**src/rtl/genius_round_engine.sv**
```systemverilog
// GENIUS (Simon) round engine: builds a random sequence, plays it on the LEDs and checks the user's keys.
// Optional `GENIUS_SPEEDUP_EN` shortens the show time as the sequence grows.
module genius_round_engine #(
  parameter int          P_LED     = 4,
  parameter int          P_DEPTH   = 16,
  parameter int          P_SHOW    = 25_000_000,
  parameter int          P_TIMEOUT = 250_000_000,
  parameter logic [15:0] P_SEED    = 16'hACE1
) (
  input  logic                         CLOCK_50,
  input  logic                         R,
  input  logic                         start,
  input  logic [$clog2(P_DEPTH+1)-1:0] setup,
  input  logic [P_LED-1:0]             key_i,
  output logic [P_LED-1:0]             leds,
  output logic [$clog2(P_DEPTH+1)-1:0] round,
  output logic [7:0]                   points,
  output logic                         end_FPGA,
  output logic                         end_User,
  output logic                         end_time,
  output logic                         lose,
  output logic                         win,
  output logic                         match,
  output logic                         busy
);
  localparam int RW   = $clog2(P_DEPTH + 1);
  localparam int LW   = (P_LED > 1) ? $clog2(P_LED) : 1;
  localparam int IW   = (P_DEPTH > 1) ? $clog2(P_DEPTH) : 1;
  localparam int TMAX = (P_SHOW > P_TIMEOUT) ? P_SHOW : P_TIMEOUT;
  localparam int TW   = $clog2(TMAX + 1);

  typedef enum logic [2:0] {
    S_IDLE, S_GEN, S_SHOW_ON, S_SHOW_OFF, S_WAIT_USER, S_WIN, S_LOSE
  } state_t;

  state_t        r_state, w_state_nxt;
  logic [15:0]   r_lfsr;
  logic [LW-1:0] r_mem [P_DEPTH];
  logic [RW-1:0] r_round, r_target, r_idx;
  logic [RW-1:0] w_round_nxt, w_target_nxt, w_idx_nxt;
  logic [TW-1:0] r_timer, w_timer_nxt;
  logic [P_LED-1:0] r_leds, w_leds_nxt;
  logic [7:0]    r_points, w_points_nxt;
  logic r_end_fpga, r_end_user, r_end_time, r_lose, r_win, r_match, r_busy;
  logic w_end_fpga_nxt, w_end_user_nxt, w_end_time_nxt, w_lose_nxt;
  logic w_win_nxt, w_match_nxt, w_busy_nxt;

  logic [LW-1:0]    w_step, w_first;
  logic [RW-1:0]    w_idx_inc, w_setup_clamp;
  logic             w_last;
  logic [P_LED-1:0] w_expect;
  logic [8:0]       w_psum;
  logic [31:0]      w_show_len, w_gap_len;
  logic [TW-1:0]    w_on_last, w_off_last;

  function automatic logic [P_LED-1:0] f_onehot(input logic [LW-1:0] s);
    f_onehot    = '0;
    f_onehot[s] = 1'b1;
  endfunction

`ifdef GENIUS_SPEEDUP_EN
  always_comb begin
    w_show_len = 32'(P_SHOW);
    if (32'(r_round) >= 32'd8)      w_show_len = 32'(P_SHOW) >> 2;
    else if (32'(r_round) >= 32'd4) w_show_len = 32'(P_SHOW) >> 1;
    if (w_show_len == 32'd0)        w_show_len = 32'd1;
  end
`else
  assign w_show_len = 32'(P_SHOW);
`endif

  assign w_gap_len  = (w_show_len > 32'd1) ? (w_show_len >> 1) : 32'd1;
  assign w_on_last  = TW'(w_show_len - 32'd1);
  assign w_off_last = TW'(w_gap_len - 32'd1);

  assign w_step    = r_lfsr[LW-1:0];
  // In the very first GEN the step is being written this cycle, so bypass the memory.
  assign w_first   = (r_round == '0) ? w_step : r_mem[0];
  assign w_idx_inc = r_idx + 1'b1;
  assign w_last    = (r_idx == r_round - 1'b1);
  assign w_expect  = f_onehot(r_mem[r_idx[IW-1:0]]);
  assign w_psum    = {1'b0, r_points} + 9'(r_round);

  always_comb begin
    w_setup_clamp = setup;
    if (setup == '0)               w_setup_clamp = RW'(1);
    else if (setup > RW'(P_DEPTH)) w_setup_clamp = RW'(P_DEPTH);
  end

  always_comb begin
    w_state_nxt    = r_state;
    w_round_nxt    = r_round;
    w_target_nxt   = r_target;
    w_idx_nxt      = r_idx;
    w_timer_nxt    = r_timer;
    w_leds_nxt     = r_leds;
    w_points_nxt   = r_points;
    w_end_fpga_nxt = 1'b0;
    w_end_user_nxt = 1'b0;
    w_match_nxt    = 1'b0;
    w_end_time_nxt = r_end_time;
    w_lose_nxt     = r_lose;
    w_win_nxt      = r_win;
    case (r_state)
      S_IDLE, S_WIN, S_LOSE: begin
        if (start) begin
          w_target_nxt   = w_setup_clamp;
          w_round_nxt    = '0;
          w_points_nxt   = '0;
          w_win_nxt      = 1'b0;
          w_lose_nxt     = 1'b0;
          w_end_time_nxt = 1'b0;
          w_state_nxt    = S_GEN;
        end
      end
      S_GEN: begin
        w_round_nxt = r_round + 1'b1;
        w_idx_nxt   = '0;
        w_timer_nxt = '0;
        w_leds_nxt  = f_onehot(w_first);
        w_state_nxt = S_SHOW_ON;
      end
      S_SHOW_ON: begin
        if (r_timer == w_on_last) begin
          w_timer_nxt = '0;
          w_leds_nxt  = '0;
          w_state_nxt = S_SHOW_OFF;
        end else begin
          w_timer_nxt = r_timer + 1'b1;
        end
      end
      S_SHOW_OFF: begin
        if (r_timer == w_off_last) begin
          w_timer_nxt = '0;
          if (!w_last) begin
            w_idx_nxt   = w_idx_inc;
            w_leds_nxt  = f_onehot(r_mem[w_idx_inc[IW-1:0]]);
            w_state_nxt = S_SHOW_ON;
          end else begin
            w_end_fpga_nxt = 1'b1;
            w_idx_nxt      = '0;
            w_state_nxt    = S_WAIT_USER;
          end
        end else begin
          w_timer_nxt = r_timer + 1'b1;
        end
      end
      S_WAIT_USER: begin
        // A correct key on the timeout cycle wins over the timeout.
        if (key_i == '0) begin
          if (r_timer == TW'(P_TIMEOUT - 1)) begin
            w_end_time_nxt = 1'b1;
            w_state_nxt    = S_LOSE;
          end else begin
            w_timer_nxt = r_timer + 1'b1;
          end
        end else if (key_i == w_expect) begin
          w_match_nxt = 1'b1;
          w_timer_nxt = '0;
          if (w_last) begin
            w_end_user_nxt = 1'b1;
            w_points_nxt   = w_psum[8] ? 8'hFF : w_psum[7:0];
            if (r_round == r_target) begin
              w_win_nxt   = 1'b1;
              w_state_nxt = S_WIN;
            end else begin
              w_state_nxt = S_GEN;
            end
          end else begin
            w_idx_nxt = w_idx_inc;
          end
        end else begin
          w_lose_nxt  = 1'b1;
          w_state_nxt = S_LOSE;
        end
      end
      default: w_state_nxt = S_IDLE;
    endcase
    w_busy_nxt = !(w_state_nxt inside {S_IDLE, S_WIN, S_LOSE});
  end

  always_ff @(posedge CLOCK_50 or posedge R) begin
    if (R) begin
      r_state    <= S_IDLE;
      r_lfsr     <= P_SEED;
      r_round    <= '0;
      r_target   <= '0;
      r_idx      <= '0;
      r_timer    <= '0;
      r_leds     <= '0;
      r_points   <= '0;
      r_end_fpga <= 1'b0;
      r_end_user <= 1'b0;
      r_end_time <= 1'b0;
      r_lose     <= 1'b0;
      r_win      <= 1'b0;
      r_match    <= 1'b0;
      r_busy     <= 1'b0;
    end else begin
      r_state    <= w_state_nxt;
      r_lfsr     <= {r_lfsr[14:0], r_lfsr[15] ^ r_lfsr[13] ^ r_lfsr[12] ^ r_lfsr[10]};
      r_round    <= w_round_nxt;
      r_target   <= w_target_nxt;
      r_idx      <= w_idx_nxt;
      r_timer    <= w_timer_nxt;
      r_leds     <= w_leds_nxt;
      r_points   <= w_points_nxt;
      r_end_fpga <= w_end_fpga_nxt;
      r_end_user <= w_end_user_nxt;
      r_end_time <= w_end_time_nxt;
      r_lose     <= w_lose_nxt;
      r_win      <= w_win_nxt;
      r_match    <= w_match_nxt;
      r_busy     <= w_busy_nxt;
    end
  end

  always_ff @(posedge CLOCK_50) begin
    if (r_state == S_GEN) r_mem[r_round[IW-1:0]] <= w_step;
  end

  assign leds     = r_leds;
  assign round    = r_round;
  assign points   = r_points;
  assign end_FPGA = r_end_fpga;
  assign end_User = r_end_user;
  assign end_time = r_end_time;
  assign lose     = r_lose;
  assign win      = r_win;
  assign match    = r_match;
  assign busy     = r_busy;
endmodule

```
**config.mk**
```make
export PLATFORM = sky130hd
export DESIGN_NAME = genius_round_engine
export DESIGN_NICKNAME = d
export VERILOG_FILES = /design/src/rtl/genius_round_engine.sv
export SDC_FILE = /design/constraint.sdc
export NUM_CORES = 1
export LEC_CHECK = 0
export CAP_MARGIN = 20
export CORE_MARGIN = 2
export CORE_UTILIZATION = 29
export DETAILED_ROUTE_END_ITERATION = 16
export PLACE_DENSITY_LB_ADDON = 0.12
export SYNTH_ARGS = -nofsm -noshare
export SYNTH_HDL_FRONTEND = slang
export SYNTH_SLANG_ARGS = --single-unit
```
**constraint.sdc**
```tcl
create_clock -name CLOCK_50 -period 3 [get_ports CLOCK_50]
set_input_delay 0.75 -clock CLOCK_50 [delete_from_list [all_inputs] [get_ports CLOCK_50]]
set_output_delay 0.75 -clock CLOCK_50 [all_outputs]
set_load 0.02 [all_outputs]
```
Word level (Yosys, flattened, before mapping)
Memories as Yosys holds them, arrays and structs flattened.
Cells that the tools add are included.

storage, ports and cells
  memory bits (read-only) = 0
  memories = 1
  output and inout port bits = 24
  RAM bits = 32
  flip-flop bits (word level) = 81
  bits of input ports = 12
  logic and storage cells = 150
  bits in latches = 0

operators by class
  bitwise operators = 3
  multiplexer cells = 66
  order comparisons = 7
  shifts and indexed selects = 0
  divide/modulo/power cells = 0
  reduce and logical (&&, ||, !) cells = 25
  $mul = 0
  $add $sub $neg = 5
  eq/ne operators = 28

memories
  name   words  bits a word  rd ports  clocked after Yosys merged registers in  wr ports  line  RTL
  r_mem  16     2            3         0                                        1         38    logic [LW-1:0] r_mem [P_DEPTH];

operators with widths
  kind                                                               number
  28-bit two-way mux                                                 5
  28-bit case mux with 4 select lines                                1
  5-bit two-way mux                                                  8
  8-bit two-way mux                                                  5
  28-bit by 1-bit adder with 28-bit output, second input constant    1
  28-bit by 24-bit == test with 1-bit output, second input constant  1
  28-bit by 25-bit == test with 1-bit output, second input constant  1
  28-bit == test, second input constant                              1
  3-bit two-way mux                                                  9
  2-bit inequality test, second input constant                       12
  1-bit two-way mux                                                  23
  8-bit case mux with 2 select lines                                 1
  3-bit == test, second input constant                               5
  3-bit case mux with 5 select lines                                 1
  5-bit case mux with 3 select lines                                 1
  4-bit two-way mux                                                  3
  4-bit case mux with 3 select lines                                 1
  4-bit AND reduction                                                3
  5-bit by 1-bit adder with 5-bit output, second input constant      2
  5-bit == test                                                      2
  5-bit zero test                                                    2
  5-bit case mux with 2 select lines                                 1
  5-bit AND reduction                                                2
  8-bit by 5-bit adder with 9-bit output                             1
  23 further kinds                                                   42

Longest topological paths before layout
An unclocked memory read counts as a cell.

  depth in word-level cells = 12
  gate-level depth with buffers = 11
  mapped depth without buffers = 11

Least setup slack after synthesis
Ideal clock, no wire load.

  path type = reg-to-reg
  start = register r_idx[2]
  end = register r_idx[2]
  cell stages (with the launch flop) = 10
  arrival = 2.706 ns
  setup time = 0.118 ns
  path slack = 0.175 ns
  path buffers = 1
  cell sequence = dfrtp_1 buf_6 mux4_1 mux2_2 mux2i_4 mux2i_1 o311ai_4 o311a_2 and4bb_1 a21o_1

between the ends
  word-level cells in the longest chain between the ends = 8
  elaborated cells between the ends (all ways) = 18

ends and longest elaborated chain
  what                                                                                                                                                                line  RTL
  start, declared                                                                                                                                                     39    logic [RW-1:0] r_round, r_target, r_idx;
  start signal, assigned                                                                                                                                              204   r_idx <= w_idx_nxt;
  memory read 16 x 2 bit                                                                                                                                              --
  2-bit by 3-bit less-than comparator with 1-bit output (implied by the code) / 2-bit by 1-bit greater-or-equal comparator with 1-bit output (equally long branches)  58    f_onehot[s] = 1'b1;
  1-bit logical AND (implied by the code)                                                                                                                             58
  1-bit two-way mux (implied by the code)                                                                                                                             58
  1-bit demux with 2-bit select                                                                                                                                       58
  4-bit == test                                                                                                                                                       157   end else if (key_i == w_expect) begin
  2-bit inequality test (no line)                                                                                                                                     --
  5-bit AND reduction (no line)                                                                                                                                       --

Several ways; a longest one is shown, not always the timed one. The select of a mux whose other input is x is not followed.
A chain may end at the register's enable or synchronous reset.

Worst setup path in the final report
Same ends and word-level chain as after synthesis.

==> results.json <==
{
  "outcome": "finished clean",
  "layout_common_cells": "dfrtp_1 (72), nand2_1 (63), nor2_1 (55)",
  "grt_pass1_wl_um": 26400,
  "max-clock-path-buffers": 2,
  "fin_util": 0.371,
  "clock_latency_ps": 420,
  "vias": 4761,
  "async_reset_ff_frac": 0.717,
  "antenna_found_initial": 0,
  "synth_nets": 611,
  "diodes": 0,
  "drtIter0Drc": 245,
  "row_count": 53,
  "drt_pre_antenna_iters": 4,
  "detail-route-antenna-nets": 0,
  "finalPower_uw": 5830,
  "cts_max_level": 4,
  "die_h_um": 150,
  "ir_worst_vdd_v": 0.000405,
  "post-place-ws_ps": -44.5,
  "synth_area_leader_cell": "dfrtp_1",
  "fin_nets": 687,
  "setup_viol": 0,
  "drc": 0,
  "place_inst": 918,
  "synth-edff-count": 32,
  "yosys-mux-area-fraction": 0.102,
  "max_freq_mhz": 344,
  "die_w_um": 150,
  "yosysSeqAreaShare": 0.487,
  "finalCriticalPeriod_ps": 2910,
  "place.gp.congestion": 0.789,
  "multi_input_area_sq_mm": 0.00299,
  "grt_pass1_vias": 4912,
  "finalWirelength_um": 16000,
  "cts_setup_buffers": 0,
  "grt_use_total": 0.153,
  "endpoint_kind": "flip-flop",
  "root_buffer": "clkbuf_16",
  "synth_top_family_by_area": "simple AND/OR/NAND/NOR gates",
  "synthTopCellsByArea": "dfrtp_1 (30%), edfxtp_1 (16%), o21ai_0 (4.5%), nand2_1 (3.8%), mux4_2 (3.7%)",
  "fin_crit_sh": 0.970,
  "required_ps": 3310,
  "ios": 36,
  "synthXorXnorAreaFrac": 0.0328,
  "slew_viol_final": 0,
  "start_kind": "flip-flop",
  "clock_sinks": 113,
  "dp_hpwl_um": 11500,
  "path_class": "reg -> reg",
  "synth_fa_ha_area_frac": 0.0277,
  "ys_seq_elements": 113,
  "relSlewSlack": 0.598,
  "portBuffers": 35,
  "path_max_fanout": 7,
  "syn_avg_cell_area_sq_um": 10.5,
  "numCtsBuffers": 17,
  "clkSlewWorstSetupHoldPaths_ps": 60,
  "final_cells": 950,
  "synth_simple_gate_area_frac": 0.178,
  "fill_cells": 2072,
  "rsz0062_at_grt": "yes",
  "setup_tns_ps": 0,
  "grt_max_degree": 82,
  "final.setup_skew_ps": 12.4,
  "core-area_sq_mm": 0.0209,
  "wl_per_cell_um": 16.9,
  "yosysWarnings": 0,
  "drive_above_1_share": 0.193,
  "yosysTopAreaCellShare": 0.297,
  "cellLeakagePower_uw": 0.00309,
  "finalHoldViolCount": 0,
  "area_growth_pct": 26.0,
  "powerDensity_mw_per_mm2": 753,
  "die_area_sq_mm": 0.0224,
  "synthFlopType": "dfrtp_1",
  "synth_compound_area_frac": 0.138,
  "initial_core_util": 0.294,
  "worstMarginPinSlew_ps": 603,
  "critical_path_arrival_ps": 3220,
  "synth_cell_types": 68,
  "tritoncts": "done",
  "ff_latch_area_sq_mm": 0.00300,
  "final_common_cell": "dfrtp_1",
  "viasPerCell": 5.01,
  "maxCapViolations": 0,
  "synth_cells": 586,
  "layout_setup_ws_ps": 89.1,
  "grt-ovfl-total": 0,
  "syn_area_sq_mm": 0.00615,
  "hp-class": "reg -> reg"
}
-- worst paths after layout --
path | from | to | slack (ps) | cells after the start
setup reg to reg | r_idx[2]$_DFFE_PP0P_ | r_idx[2]$_DFFE_PP0P_ | 90 | 8
setup / recovery | r_idx[2]$_DFFE_PP0P_ | r_idx[2]$_DFFE_PP0P_ | 90 | 8
hold reg to reg | r_lfsr[4]$_DFF_PP0_ | r_lfsr[5]$_DFF_PP1_ | 340 | 0
hold / removal | r_lfsr[4]$_DFF_PP0_ | r_lfsr[5]$_DFF_PP1_ | 340 | 0
min in group asynchronous | R | r_lfsr[12]$_DFF_PP0_ | 720 | 3
max in group asynchronous | R | r_timer[11]$_DFFE_PP0P_ | 1850 | 3
-- routing by layer --
metal | share of wire | wire, um | global-route usage | up-vias
met5 | 0 | 0 | 0 | -
met4 | 0.015 | 233 | 0.0481 | 0
met3 | 0.028 | 450 | 0.0332 | 20
met2 | 0.50 | 8090 | 0.258 | 66
met1 | 0.45 | 7250 | 0.197 | 2376
li1 | - | - | - | 2299
-- worst max-delay path, cell delays in order (launching register included) --
cell,delay [ps]
dfrtp_2,450
mux4_1,560
mux2_2,320
mux2i_4,170
mux2i_2,290
o311ai_4,190
o311a_2,470
and4bb_1,200
a21o_1,150
-- flip-flops by register name (all words and copies together) (netlist names), 4 cells and up --
signal,flops
r_lfsr,16
r_idx,5
leds,4
round,5
r_target,5
r_mem,32
points,8
r_timer,28
-- cell families (layout without fill, tap and decap cells) --
| kind of cell | count (synthesis) | after routing |
|---|---|---|
| simple gates | 226 | 226 |
| mux | 36 | 36 |
| flops | 113 | 113 |
| xor+xnor | 23 | 23 |
| compound gates | 125 | 125 |
| buf+inv | 50 | 139 |
| fa+ha+maj | 13 | 13 |
-- through the flow --
step	hold WS, ps	area (sq um)
after floorplan	331	6150
after global placement	335	7110
after detailed placement	340	7110
after CTS	343	7700
after global routing	351	7750
final	342	7750
-- cell type report --
type / count / area share
tap: 275 / 0.0444
clock buffer: 17 / 0.0549
inverter: 24 / 0.0118
clock inverter: 15 / 0.0203
multi-input combinational: 423 / 0.385
sequential: 113 / 0.387
timing repair buffer: 83 / 0.0959
-- report_power, final --
part,internal [uW],switching [uW]
Clock,1230,777
Combinational,898,1070
Sequential,1720,139
Total,3850,1990
-- what timing repair did --
action | in CTS | in global routing
hold buffers | 0 | 0
pin swaps | 0 | 1
cloned | 0 | 0
resized for setup | 1 | 12
setup endpoints to repair | 2 | 33
-- cell usage after synthesis (14+ instances only) --
master,number
dfrtp_1,73
nand2_1,63
nor2_1,55
o21ai_0,55
edfxtp_1,32
nand3_1,27
inv_1,23
nor3_1,17
xnor2_1,16
clkbuf_1,15
a21oi_1,14
No activity file was read; power rests on OpenSTA's default activity.
